File: src/rtl/fir_pkg.sv
// fir_pkg: shared widths and types for the FIR accumulate/count datapath.
//   FIR_ACC_W  - accumulator width, Q6.15 (5 guard bits over Q1.15)
//   FIR_ADDR_W - sample RAM address width
//   FIR_CNT_W  - programmed sample count width
package fir_pkg;

  localparam int FIR_ACC_W  = 21;
  localparam int FIR_ADDR_W = 13;
  localparam int FIR_CNT_W  = 14;

  typedef logic signed [FIR_ACC_W-1:0] acc_t;
  typedef logic [FIR_ADDR_W-1:0]       addr_t;

endpackage

File: src/rtl/fir_sum_add.sv
// fir_sum_add: combinational sign-extend of a Q1.15 product term and add to
// the running Q6.15 sum.
// Optional build macro: FIR_ACC_SAT_EN - clamp to max/min signed on overflow
// instead of wrapping modulo 2^WIDTH.
// Ports:
//   acc  in  WIDTH  current accumulator value
//   term in  16     product term, signed Q1.15
//   sum  out WIDTH  acc + sign-extended term
module fir_sum_add import fir_pkg::*; #(
  parameter int WIDTH = FIR_ACC_W
) (
  input  logic [WIDTH-1:0] acc,
  input  logic [15:0]      term,
  output logic [WIDTH-1:0] sum
);

  logic [WIDTH-1:0] term_ext;
  logic [WIDTH-1:0] raw;

  assign term_ext = {{(WIDTH-16){term[15]}}, term};
  assign raw      = acc + term_ext;

`ifdef FIR_ACC_SAT_EN
  logic ovf;

  // Overflow only possible when both operands share a sign and the result flips it.
  assign ovf = (acc[WIDTH-1] == term_ext[WIDTH-1]) && (raw[WIDTH-1] != acc[WIDTH-1]);

  always_comb begin
    sum = raw;
    if (ovf) begin
      sum = acc[WIDTH-1] ? {1'b1, {(WIDTH-1){1'b0}}} : {1'b0, {(WIDTH-1){1'b1}}};
    end
  end
`else
  assign sum = raw;
`endif

endmodule

File: src/rtl/fir_acc_datapath.sv
// fir_acc_datapath: accumulate-and-count datapath of the FIR engine.
// Optional build macro: FIR_ACC_SAT_EN (saturating adder, see fir_sum_add).
// Ports:
//   clk_b, rst            clock, async active-high reset
//   mnozenie_wynik        product term, Q1.15
//   FSM_Acc_en            load accumulator with suma_wynik
//   FSM_Acc_zapis         capture Acc_out into FIR_probka_wynik
//   FSM_reset_Acc         synchronous accumulator clear (wins over FSM_Acc_en)
//   suma_wynik            combinational running sum
//   Acc_out               accumulator register
//   FIR_probka_wynik      captured sample result
//   ile_probek            number of samples to process
//   FSM_zapisz_probki     latch ile_probek and clear the address
//   FSM_reset_licznik     clear the address
//   FSM_nowa_probka       advance the address
//   A_probki_FIR          current sample address
//   licznik_full          current address is the last sample
module fir_acc_datapath import fir_pkg::*; #(
  parameter int WIDTH      = FIR_ACC_W,
  parameter int ADDR_WIDTH = FIR_ADDR_W,
  parameter int CNT_WIDTH  = FIR_CNT_W
) (
  input  logic                  clk_b,
  input  logic                  rst,
  input  logic [15:0]           mnozenie_wynik,
  input  logic                  FSM_Acc_en,
  input  logic                  FSM_Acc_zapis,
  input  logic                  FSM_reset_Acc,
  output logic [WIDTH-1:0]      suma_wynik,
  output logic [WIDTH-1:0]      Acc_out,
  output logic [WIDTH-1:0]      FIR_probka_wynik,
  input  logic [CNT_WIDTH-1:0]  ile_probek,
  input  logic                  FSM_zapisz_probki,
  input  logic                  FSM_reset_licznik,
  input  logic                  FSM_nowa_probka,
  output logic [ADDR_WIDTH-1:0] A_probki_FIR,
  output logic                  licznik_full
);

  logic [CNT_WIDTH-1:0] n_cnt;
  logic [CNT_WIDTH-1:0] n_last;

  fir_sum_add #(.WIDTH(WIDTH)) u_sum (
    .acc  (Acc_out),
    .term (mnozenie_wynik),
    .sum  (suma_wynik)
  );

  always_ff @(posedge clk_b or posedge rst) begin
    if (rst) begin
      Acc_out <= '0;
    end else if (FSM_reset_Acc) begin
      Acc_out <= '0;
    end else if (FSM_Acc_en) begin
      Acc_out <= suma_wynik;
    end
  end

  // Capture sees the pre-edge accumulator regardless of clear/load on the same edge.
  always_ff @(posedge clk_b or posedge rst) begin
    if (rst) begin
      FIR_probka_wynik <= '0;
    end else if (FSM_Acc_zapis) begin
      FIR_probka_wynik <= Acc_out;
    end
  end

  assign n_last       = n_cnt - CNT_WIDTH'(1);
  // A zero count has no valid sample, so it reads as already full.
  assign licznik_full = (n_cnt == '0) || (CNT_WIDTH'(A_probki_FIR) == n_last);

  // The all-ones guard keeps the address from wrapping when the count exceeds the RAM.
  always_ff @(posedge clk_b or posedge rst) begin
    if (rst) begin
      n_cnt        <= '0;
      A_probki_FIR <= '0;
    end else if (FSM_zapisz_probki) begin
      n_cnt        <= ile_probek;
      A_probki_FIR <= '0;
    end else if (FSM_reset_licznik) begin
      A_probki_FIR <= '0;
    end else if (FSM_nowa_probka && !licznik_full && (A_probki_FIR != '1)) begin
      A_probki_FIR <= A_probki_FIR + ADDR_WIDTH'(1);
    end
  end

endmodule

File: config.mk
export PLATFORM = sky130hd
export DESIGN_NAME = fir_acc_datapath
export DESIGN_NICKNAME = d
export VERILOG_FILES = /design/src/rtl/fir_pkg.sv /design/src/rtl/fir_sum_add.sv /design/src/rtl/fir_acc_datapath.sv
export SDC_FILE = /design/constraint.sdc
export NUM_CORES = 1
export LEC_CHECK = 0
export BUFFER_PORTS_ARGS = -buffer_cell sky130_fd_sc_hd__buf_2
export CAP_MARGIN = 20
export CORE_ASPECT_RATIO = 1.25
export CORE_MARGIN = 3
export CORE_UTILIZATION = 50
export DETAILED_ROUTE_END_ITERATION = 10
export GPL_TIMING_DRIVEN = 1
export PLACE_DENSITY = 0.76
export SYNTH_ARGS = -nofsm -noshare
export SYNTH_HDL_FRONTEND = slang
export SYNTH_SLANG_ARGS = --single-unit
export TNS_END_PERCENT = 10
File: constraint.sdc
create_clock -name clk_b -period 6.9 [get_ports clk_b]
set_clock_uncertainty 0.2 [all_clocks]
set_input_delay 2.07 -clock clk_b [delete_from_list [all_inputs] [get_ports clk_b]]
set_output_delay 2.07 -clock clk_b [all_outputs]
set_load 0.01 [all_outputs]
======== Word-level counts from Yosys, hierarchy flattened ========
Index checks and enable logic that the tools add are counted.
Widths: inputs -> output; s select.
word-level totals
  input bits .............................. 38
  bits in writable memories ............... 0
  bits in registers ....................... 69
  output and inout bits ................... 77
  bits in latches ......................... 0
  word-level logic and storage cells ...... 21
  bits in read-only memories .............. 0
  memories ................................ 0
cells by class
  multiply operators ...................... 0
  divide/modulo/power cells ............... 0
  bitwise gates (word level) .............. 0
  shift operators ......................... 0
  eq/ne operators ......................... 2
  multiplexer cells ....................... 5
  add/subtract/negate cells ............... 3
  reductions and logical operators ........ 7
  $lt $le $gt $ge ......................... 0
operators by type and width
  operator               count
  $mux 21                2
  $mux 13                3
  $add 21x21->21         1
  $eq 13x14->1           1
  $logic_not 14->1       1
  $sub 14x1->14 const B  1
  $add 13x1->13 const B  1
  $ne 13x13->1 const B   1
  $reduce_bool 3->1      1
  $logic_and 1x1->1      2
  $reduce_bool 2->1      1
  $logic_not 1->1        1
  $logic_or 1x1->1       1

======== Depth between registers and ports, before layout ========
Gate-level depths: netlist (run 1).
  depth after elaboration ................. 9
  mapped depth ............................ 12
  depth with buffers taken out ............ 10

======== Hierarchy ========
From an unflattened synthesis (run 1), not the netlist that was laid out.
unflattened totals
  cells, all modules ...................... 424
  area total of the unflattened synthesis .. 4,424.2 sq um
modules (own cells, without submodules)
  module            cells an instance  instances  area an instance (sq um)  seq. area each (sq um)
  fir_acc_datapath  288                1          3,420.8                   1,726.7
  fir_sum_add       136                1          1,003.5                   0.0

======== Least setup slack after synthesis (run 1) ========
Ideal clock, no wire load.
  path kind ............................... input to output
  start point ............................. input mnozenie_wynik[0]
  end point ............................... output suma_wynik[12]
  cell stages on the path ................. 9
  required time ........................... 4.630 ns
  data arrival time ....................... 4.086 ns
  path buffers ............................ 0
  path slack .............................. 0.544 ns
  cells stage by stage .................... ha_1 > fa_1 > a211oi_1 > o21ai_0 > a31o_2 > a21oi_1 > o21bai_1 > a21oi_1 > xnor2_1
between the ends
  word-level cells in the longest chain between the ends .. 1
RTL lines
  what             line                    text
  start, declared  fir_acc_datapath.sv:25  input logic [15:0] mnozenie_wynik,
  $add 21x21->21   fir_sum_add.sv:21       assign raw = acc + term_ext;
  end, declared    fir_acc_datapath.sv:29  output logic [WIDTH-1:0] suma_wynik,
Every way passes these cells.

======== Worst setup path after layout (run 1) ========
Same ends and word-level chain as after synthesis.

==> flow_summary.ini, run 1 <==
[outcome]
status = finished, final reports clean

[placed_design]
placed_cells = 644
dpl.hpwl_mm = 7.71
portBuffers = 114
place_congestion = 0.883

[synthesis]
synth_nets = 488
synth_cell_types = 60
yosysSeqAreaShare_pct = 39.6
ys_ff_latch = 69
synthFlopType = dfrtp_1
yosys_warnings = 0
syn_area_per_cell_um2 = 10.2
synthArstFlopShare_pct = 100
synth_edf_count = 0
syn_area_um2 = 4360
syn_inst = 426

[die]
core-area_um2 = 8380
start_util_pct = 52.1
die_w_um = 89.5
top_level_ports = 115
dieArea_um2 = 9890
fp-row-count = 37
fp.dieH_um = 110

[finish]
final_layout_size_suffix_gt1_share_pct = 33.5
fin_nets = 600
fillerInstances = 691
final_common_cell = buf_2
final_cell_mix = 114 x buf_2, 69 x dfrtp_1, 33 x mux2_2
n_antenna_cell = 0
stdcell_count = 660
synthToLayoutAreaGrowth_pct = 19.6

[detailed_routing]
drt-initial-drc-count = 102
wl_mm = 10.4
firstDrtPassIters = 6
vias_per_cell = 5.66
wire_per_inst_um = 15.7
drc = 0
detail-route-antenna-nets = 0
via_count = 3733

[grt]
grt_pass1_wl_mm = 17.1
antenna_found_initial = 0
grt.total_usage_pct = 21.3
gr-total-overflow = 0
grt_max_degree = 70
grt_pass1_vias = 3755

[cts]
cts_buffer_depth = 2
clk_latency_ns = 0.34
cts_setup_buffers = 0
htree_levels = 3
cts_made_buffers = 9
cts_sinks = 69
tritoncts = yes
clockRootBuffer = clkbuf_8
clkTransAtPathRegs_ns = 0.08

[critical_path]
critPathLaunchType = primary input
r2r_cells = 10
worstSetupPathType = in2out
cp.required_ns = 4.63
worstPathArrival_ns = 4.40
worst_setup_path_end_kind = output pin
cp_max_fo = 3

[pwr]
p_leak_uw = 0.00253
powerDensity_nw_per_um2 = 251
ir_drop_mv = 0.170
p_total_uw = 1310

[min_path]
hold_depth = 1
min_path_type = reg2reg

[timing]
slew_headroom_pct = 41.8
rsz0062_at_grt = yes
slew_violations = 0
finalSetupTns_ns = 0
fmax_ghz = 0.150
hold_viol_final = 0
min_period_ns = 6.67
setup_viol_count_final = 0
fin_crit_sh_pct = 96.6
tightest_slew_ns = 0.871

[job]
maxCapViolCount = 0
-- layout make-up --
class | count | area [um^2] | area share, %
Clock buffer | 9 | 124 | 2.37
Clock inverter | 7 | 73.8 | 1.42
Inverter | 14 | 52.6 | 1.01
Multi-Input combinational cell | 326 | 2490 | 47.8
Sequential cell | 69 | 1730 | 33.1
Tap cell | 117 | 146 | 2.81
Timing Repair Buffer | 118 | 601 | 11.5
-- repair_timing --
action	in CTS	in global routing
setup endpoints to repair	0	3
hold buffers	0	0
resized for setup	0	1
-- worst paths after layout --
check	startpoint	end	slack, ns
setup reg to reg	n_cnt[0]$_DFFE_PP0P_	A_probki_FIR[7]$_DFFE_PP0P_	3.36
min in group asynchronous	rst	FIR_probka_wynik[1]$_DFFE_PP0P_	1.78
max in group asynchronous	rst	n_cnt[1]$_DFFE_PP0P_	4.16
hold reg to reg	FIR_probka_wynik[5]$_DFFE_PP0P_	FIR_probka_wynik[5]$_DFFE_PP0P_	0.31
hold / removal	FIR_probka_wynik[5]$_DFFE_PP0P_	FIR_probka_wynik[5]$_DFFE_PP0P_	0.31
setup / recovery	mnozenie_wynik[0]	suma_wynik[12]	0.23
-- metrics by stage --
| stage | cell area (um^2) | setup WS (ns) | utilization [%] | hold slack, ns |
|---|---|---|---|---|
| global placement | 5020 | 0.176 | 59.9 | 0.284 |
| detailed placement | 5020 | 0.214 | 59.9 | 0.291 |
| floorplan | 4360 | 0.544 | - | 0.326 |
| finish | 5220 | 0.232 | 62.3 | 0.305 |
| global route | 5220 | -0.0103 | 62.3 | 0.325 |
| CTS | 5220 | 0.192 | 62.3 | 0.310 |
-- sequential cells by signal, indices dropped and copies added (netlist names) --
register	cells
Acc_out	21
A_probki_FIR	13
FIR_probka_wynik	21
n_cnt	14
-- cell families (layout without fill, tap and decap cells) --
group,count (synthesis),in the layout,share of synthesized area [%]
buffers and inverters,31,148,3.27
XOR/XNOR,34,34,6.83
adder cells (fa/ha/maj),24,24,7.06
multiplexers,52,52,12.9
AND/OR/NAND/NOR,118,118,15.5
flip-flops,69,69,39.6
AO/OA/AOI/OAI,98,98,14.9
-- Yosys cell counts (all sizes together) (6+ instances only) --
cell | instances | area share, %
inv | 14 | 1.2
dfrtp | 69 | 40
nor3 | 9 | 1.0
mux2 | 33 | 8.5
o211ai | 6 | 1.1
ha | 23 | 6.6
or4 | 7 | 1.3
o31ai | 6 | 1.0
a21oi | 32 | 3.7
nand3 | 10 | 1.1
clkbuf | 10 | 0.86
nand2 | 20 | 1.7
nor2 | 27 | 2.3
o21ai | 16 | 1.8
buf | 7 | 1.2
xnor2 | 25 | 5.0
mux2i | 19 | 4.4
xor2 | 9 | 1.8
or3 | 8 | 1.1
-- routing by layer --
| metal | track usage, % | wire length (um) |
|---|---|---|
| met4 | 6.65 | 150 |
| met5 | 0 | 0 |
| met1 | 25.1 | 4150 |
| met2 | 37.2 | 5480 |
| met3 | 5.00 | 588 |
-- where the power goes --
part	switching (uW)	internal [uW]	total, uW
Combinational	259	215	475
Sequential	48.9	456	504
Clock	162	168	330
-- critical path: stages --
cell      delay, ns
buf_2          0.10
ha_1           0.23
fa_1           0.42
a211oi_1       0.31
o21ai_1        0.18
a31o_2         0.28
a21oi_1        0.21
o21bai_1       0.09
a21oi_1        0.21
xnor2_1        0.14
buf_2          0.15
Note: power is estimated with default switching activity, not from simulation.
==> run 2: changes to the inputs <==
--- a/config.mk
+++ b/config.mk
@@ -7,12 +7,13 @@
 export LEC_CHECK = 0
 export BUFFER_PORTS_ARGS = -buffer_cell sky130_fd_sc_hd__buf_2
 export CAP_MARGIN = 20
-export CORE_ASPECT_RATIO = 1.25
 export CORE_MARGIN = 3
 export CORE_UTILIZATION = 50
 export DETAILED_ROUTE_END_ITERATION = 10
 export GPL_TIMING_DRIVEN = 1
+export MAX_ROUTING_LAYER = met4
 export PLACE_DENSITY = 0.76
+export SLEW_MARGIN = 15
 export SYNTH_ARGS = -nofsm -noshare
 export SYNTH_HDL_FRONTEND = slang
 export SYNTH_SLANG_ARGS = --single-unit
==> run 2 against run 1 <==
  * First-iteration DRC count grew 38%
  * Worst hold slack lost 0.0027 ns
  * Critical path depth is 1 lower
  * Utilization rose by 0.32 points
  * Worst setup slack improved by 0.021 ns
  * Critical endpoint is now suma_wynik[20]
  * Flip-flop and latch count unchanged
  * Sequential share of layout area about the same
  * Cell count fell by 1.8%
  * Count of clock-buffer cells in the layout is 2 higher
  * Fmax up 0.32%
  * Clock power is 5% higher
  * Total power rose by 1.7%
==> flow_summary.ini, run 2 (synthesized netlist as in run 1, its figures left out) <==
[timing]
hold_viol_final = 0
setup_viol_count_final = 0
tightest_slew_ns = 0.888
rsz0062_at_grt = no
slew_headroom_pct = 40.6
slew_violations = 0
fmax_ghz = 0.150
finalSetupTns_ns = 0
fin_crit_sh_pct = 96.3
min_period_ns = 6.65

[finish]
largestRegisters = Acc_out (21), FIR_probka_wynik (21), n_cnt (14)
postLayoutCellArea_um2 = 5220
finish.utilization_pct = 62.6
final_common_cell = buf_2
fin_nets = 600
final_layout_size_suffix_gt1_share_pct = 33.7
synthToLayoutAreaGrowth_pct = 19.7
final_cell_mix = 114 x buf_2, 69 x dfrtp_1, 33 x mux2_2
n_antenna_cell = 0

[grt]
busiest_layer = met2
grt_use_met1_pct = 31.6
met3_usage_pct = 3.16
grt_pass1_vias = 3773
antenna_found_initial = 0
grt_max_degree = 70
use_met2_pct = 36.5
gr-total-overflow = 0
grt.total_usage_pct = 23.5
grt_pass1_wl_mm = 18.3

[cts]
tritoncts = yes
clockRootBuffer = clkbuf_8
cts_setup_buffers = 0
cts_made_buffers = 9
htree_levels = 3
cts_hold_buffers = 0
clk_latency_ns = 0.34
cts_buffer_depth = 2
clkTransAtPathRegs_ns = 0.07
cts_sinks = 69

[placed_design]
placed_area_um2 = 5000
portBuffers = 114
dpl.hpwl_mm = 8.06
place_congestion = 0.853

[pwr]
p_comb_share_pct = 36.1
seq_power_share_pct = 38.0
sw_frac_of_total_pct = 35.6
p_leak_uw = 0.00253
clockPowerShare_pct = 25.9
p_total_uw = 1330
powerDensity_nw_per_um2 = 255
ir_drop_mv = 0.148
switching_power_uw = 473
internal_power_uw = 858

[die]
top_level_ports = 115
die_w_um = 99.4
core-area_um2 = 8340
start_util_pct = 52.3
dieArea_um2 = 9880
fp-row-count = 33
fp.dieH_um = 99.4

[critical_path]
cp.required_ns = 4.63
worstSetupPathType = in2out
timing.rr.start = n_cnt[0]$_DFFE_PP0P_
cp_max_fo = 7
worst_setup_path_end_kind = output pin
critPathLaunchType = primary input
r2r_slack_ns = 3.35
startpoint = mnozenie_wynik[12]
worstPathArrival_ns = 4.38

[detailed_routing]
firstDrtPassIters = 4
via_count = 3784
drc = 0
vias_per_cell = 5.84
detail-route-antenna-nets = 0
wire_per_inst_um = 16.9
drt-initial-drc-count = 141
wl_mm = 11.0

[job]
maxCapViolCount = 0

[min_path]
min_path_type = reg2reg
hold_start = FIR_probka_wynik[19]$_DFFE_PP0P_

[outcome]
status = finished, final reports clean
## run 2: cell types whose count changed in the layout (fill, tap and decap cells not counted)
cell and change:
a211oi_1 -1, a211oi_2 +1, clkbuf_8 +2, clkinv_2 -1, clkinv_4 -1, clkinvlp_4 +1
inv_6 -1
## run 2: final cells by class
cell class / count / area, um^2
clock buffer: 11 / 151
clock inverter: 5 / 58.8
fill: 727 / 3120
inverter: 14 / 52.6
multi-input combinational: 326 / 2500
sequential: 69 / 1730
tap: 105 / 131
timing repair buffer: 118 / 601
## run 2: worst max-delay path, cell delays in order
cell and delay, ns:
buf_2 0.10, ha_1 0.39, o21ai_0 0.17, a211oi_1 0.37, a22oi_1 0.16, a31oi_1 0.34, mux2i_1 0.24, o2111ai_1 0.20
xor2_1 0.19, buf_2 0.15
## run 2: timing repair
| item | in CTS | in global routing |
|---|---|---|
| endpoints found under the setup margin | 0 | 2 |
| gates resized for setup | 0 | 2 |
| hold endpoints to repair | 0 | 0 |
## run 2: worst paths after layout
check | endpoint | cells past startpoint
worst max-delay path | suma_wynik[20] | 10
worst min-delay path | FIR_probka_wynik[19]$_DFFE_PP0P_ | 1
worst max register to register | A_probki_FIR[1]$_DFFE_PP0P_ | 10
worst min register to register | FIR_probka_wynik[19]$_DFFE_PP0P_ | 1
max in group asynchronous | FIR_probka_wynik[20]$_DFFE_PP0P_ | 3
min in group asynchronous | A_probki_FIR[7]$_DFFE_PP0P_ | 3
## run 2: metal layers
| metal | share of wire [%] | vias up |
|---|---|---|
| li1 | - | 1812 |
| met1 | 45 | 1849 |
| met2 | 49 | 111 |
| met3 | 4.5 | 12 |
| met4 | 1.4 | 0 |
| met5 | 0 | - |
## run 2: power groups by stage
stage | clock network, uW | logic, uW | registers [uW]
CTS | 358 | 480 | 505
global placement | 0 | 464 | 510
detailed placement | 0 | 477 | 513
global route | 375 | 530 | 514
finish | 345 | 480 | 506
floorplan | 0 | 296 | 522
## run 2: metrics by stage
step | setup WS, ns | hold WS, ns | cells
final | 0.253 | 0.302 | 648
after floorplan | 0.544 | 0.326 | 426
after global routing | 0.0709 | 0.331 | 648
after global placement | 0.194 | 0.284 | 632
after CTS | 0.160 | 0.307 | 648
after detailed placement | 0.173 | 0.290 | 632
